[src/rtl/register_file.sv]
// Windowed SPARC V8 integer register file: 8 globals + 4 overlapping 16-register windows.
// One combinational read port and one clocked write port, addressed by CWP and r_num.
module register_file (
    input  logic        Clk,
    input  logic        Clr,
    output logic [31:0] out,
    input  logic [31:0] in,
    input  logic        enable,
    input  logic        rw,
    input  logic [1:0]  current_window,
    input  logic [4:0]  r_num
);

    localparam int unsigned NumRegs = 72;

    // Physical layout: [0..7] globals, then window w occupies [8+16w .. 8+16w+15].
    logic [31:0] regs_q [NumRegs];
    logic [6:0]  phys_idx;
    logic [1:0]  win_sel;
    logic [3:0]  win_off;
    logic        wr_en;

    always_comb begin
        // Ins (r24..r31) alias the outs of the next window, wrapping 3 -> 0.
        win_sel = (r_num[4:3] == 2'b11) ? current_window + 2'd1 : current_window;
        win_off = {(r_num[4:3] == 2'b10), r_num[2:0]};
        if (r_num[4:3] == 2'b00) begin
            phys_idx = {4'b0000, r_num[2:0]};
        end else begin
            phys_idx = 7'd8 + {1'b0, win_sel, win_off};
        end
    end

    assign wr_en = enable && !rw && (r_num != 5'd0);

    always_ff @(posedge Clk or negedge Clr) begin
        if (!Clr) begin
            for (int i = 0; i < NumRegs; i++) begin
                regs_q[i] <= '0;
            end
        end else if (wr_en) begin
            regs_q[phys_idx] <= in;
        end
    end

    assign out = (r_num == 5'd0) ? 32'd0 : regs_q[phys_idx];

endmodule

[config.mk]
export PLATFORM = sky130hd
export DESIGN_NAME = register_file
export DESIGN_NICKNAME = d
export VERILOG_FILES = /design/src/rtl/register_file.sv
export SDC_FILE = /design/constraint.sdc
export NUM_CORES = 2
export LEC_CHECK = 0
export BUFFER_PORTS_ARGS = -buffer_cell sky130_fd_sc_hd__buf_2
export CAP_MARGIN = 20
export CORE_ASPECT_RATIO = 1.25
export CORE_UTILIZATION = 60
export CTS_CLUSTER_SIZE = 25
export DETAILED_ROUTE_END_ITERATION = 16
export PLACE_DENSITY = 0.82
export SLEW_MARGIN = 10
export SYNTH_ARGS = -nofsm -noshare
export SYNTH_HDL_FRONTEND = slang
export SYNTH_SLANG_ARGS = --single-unit
[constraint.sdc]
create_clock -name Clk -period 4.83 [get_ports Clk]
set_input_delay 0.966 -clock Clk [delete_from_list [all_inputs] [get_ports Clk]]
set_output_delay 0.966 -clock Clk [all_outputs]
set_load 0.02 [all_outputs]
==> impl_metrics.ini <==
[worst_setup_path]
rr_startpoint = regs_q[167]
end_kind = primary output
cp_data_arrival_time_ns = 3.94
critPathSlowestCell = a221oi_1
cpPeakStageDelay_ns = 0.44
crit_chain = buf_8 -> buf_12 -> buf_12 -> mux2_2 -> a221oi_1 -> o221ai_1 -> a32oi_2 -> o2111ai_1 -> buf_4 -> buf_2
worst_path_dominant_cell_family = compound AO/OA/AOI/OAI gates
cpMostUsedCell = buf_12
worstSetupPathType = input pin to primary output
crit_buf_inv = 5
path_max_fanout = 31
start_kind = input pin
critPathRequiredTime_ns = 3.86
startpoint = r_num[0]

[routing]
drtIter0Drc = 8846
avgRoutedWirePerCell_um = 33.8
vias = 73100
drt_pass1_iterations = 8
drt-total-wl_um = 343000
vias_per_cell = 7.20
ant_nets = 0
route.detailed.drc = 0

[power_and_ir_drop]
leakage_nw = 57.0
clockPowerShare_pct = 38.0
ir_drop_mv = 0.414
intPower_mw = 32.5
p_sw_share_pct = 25.9
seqPwrFrac_pct = 49.6
totalPowerFinal_mw = 43.8
p_comb_share_pct = 12.5
p_per_area_nw_per_um2 = 371
p_sw_mw = 11.3

[cts]
cts_buffer_depth = 3
cts-buffers-inserted = 210
cts.sinks = 2304
cts_root_buffer = clkbuf_16
h-tree-depth = 4
clk_pin_slew_ns = 0.06
cts_tree = done
clock_latency_ns = 0.88

[floorplanning]
die_w_um = 377
die_y_um = 471
rows = 171
die-area_um2 = 178000
core_um2 = 174000
initial_core_util_pct = 60.6
io_pins = 75

[global_routing]
grt_util_met3_pct = 10.8
grt_antenna_before_repair = 18
grt_pass1_vias = 75900
busiest_layer = met2
grt_usage_pct = 38.6
met1_usage_pct = 47.9
overflow = 0
grt_pass1_wl_um = 505000
use_met2_pct = 58.5
grt_start_max_net_pins = 179

[layout]
largest_register = regs_q
syn2layout_area_growth_pct = 11.8
final_cell_mix = 2374 x mux2_2, 2304 x dfrtp_1, 438 x buf_4
final_common_cell = mux2_2
largest_register_ffs = 2304
nFillCells = 11500
fin_nets = 7686
multi_input_area_um2 = 44500
drive_above_1_share_pct = 45.9
top_regs = regs_q: 2304 flops
seq_area_um2 = 57700

[status]
outcome = finished, violations left
failed_checks = hold timing, setup timing

[sta]
fmax_mhz = 204
final_hold_viol_count = 1
slew_headroom_pct = 22.1
setup_viol = 4
skew_ns = 0
maxSlewViolCount = 0
finalCritPeriodShare_pct = 102
fin_hold_ws_ns = -0.00610
setup_ws_ns = -0.0786
worst_pin_slew_ns = 1.17
period_minus_slack_ns = 4.91

[synthesis]
syn_inst = 7598
ys_seq_elements = 2304
ys.flop_type = dfrtp_1
ys_warn_count = 0
ys_seq_area_share_pct = 54.5
synth-edff-count = 0
async_flop_share_pct = 100
synth_cell_types = 73
syn-mean-instance-area_um2 = 13.9
syn-cell-area_um2 = 106000
synth_nets = 7642

[placement]
gp_congestion = 0.943
dp_hpwl_um = 213000
dpl_worst_slack_ns = -0.179
portBuffers = 74

[worst_hold_path]
hold_class = input pin to asynchronous set/reset pin

[run]
cap_viol_max_count = 0
power by group through the flow:
stage | Sequential [mW] | Clock (mW) | Combinational (mW)
detailed placement | 22.0 | 0 | 5.28
CTS | 21.7 | 16.7 | 5.34
global route | 21.9 | 17.4 | 5.71
global placement | 21.9 | 0 | 5.10
finish | 21.7 | 16.6 | 5.46
floorplan | 21.7 | 0 | 3.18
per-stage QoR:
stage               hold WS, ns  utilization (%)  TNS (ns)  std cells  area [µm²]
global placement          0.360             63.8    -0.461       9758      111000
floorplan                 0.425                -         0       7598      106000
finish                 -0.00610             67.8    -0.181      10200      118000
detailed placement        0.363             63.8    -0.461       9758      111000
global route             0.0129             67.8   -0.0197      10100      118000
CTS                     0.00645             67.8         0      10100      118000
routing by layer:
| layer | vias to the layer above | share of wire [%] |
|---|---|---|
| met5 | - | 0.046 |
| met3 | 1690 | 11 |
| met4 | 22 | 8.4 |
| met2 | 4997 | 45 |
| met1 | 38100 | 35 |
| li1 | 28300 | - |
repair_timing:
item,4_1_cts,5_1_grt
resized for setup,6,10
hold buffers,0,0
cloned,1,0
pin swaps,2,2
setup buffers,5,0
setup endpoints to repair,7,5
kinds of logic (layout without fill, tap and decap cells):
kind of cell	count (synthesis)	after routing	share of synthesized area [%]
muxes	2859	2859	31.5
other	0	7	0
and+or+nand+nor	459	459	1.95
DFF	2304	2304	54.5
buffers and inverters	819	1031	3.87
adders and majority gates	1	1	0.0118
xor gates and xnor gates	4	4	0.0580
AOI/OAI and AO/OA	1152	1152	8.06
final cells by class:
type | instances | area share [%]
sequential | 2304 | 48.8
inverter | 8 | 0.0360
tap | 2335 | 2.47
clock inverter | 56 | 0.437
antenna | 7 | 0.0148
clock buffer | 324 | 5.30
multi-input combinational | 4475 | 37.6
timing repair buffer | 643 | 5.36
synth_stat cells (21+ instances only):
cell | instances | area share, %
mux2i_1 | 264 | 2.5
dfrtp_1 | 2304 | 55
nand2_1 | 179 | 0.64
o22ai_1 | 102 | 0.60
mux4_2 | 129 | 2.7
mux2_1 | 91 | 0.97
clkbuf_1 | 348 | 1.2
a22o_1 | 58 | 0.48
buf_6 | 37 | 0.39
buf_1 | 29 | 0.10
o21ai_0 | 160 | 0.76
a221oi_1 | 243 | 2.0
mux2_2 | 2374 | 25
nor2_1 | 165 | 0.59
o2bb2ai_1 | 25 | 0.21
nand3_1 | 27 | 0.13
a221o_1 | 74 | 0.70
buf_2 | 302 | 1.4
a22oi_1 | 178 | 1.3
o22a_1 | 27 | 0.22
a211oi_1 | 21 | 0.15
a21oi_1 | 138 | 0.65
buf_4 | 95 | 0.67
path summary, 6_finish.rpt:
check                                to  slack, ns  cells past startpoint
max                              out[4]      -0.08                     10
min                        regs_q[1576]     -0.006                      1
max reg2reg                 regs_q[167]       4.00                      1
min reg2reg                regs_q[2287]       0.38                      0
max in group asynchronous   regs_q[844]       3.34                      2
min in group Clk           regs_q[2287]       0.38                      0
Power figures use the tool's default switching activity.
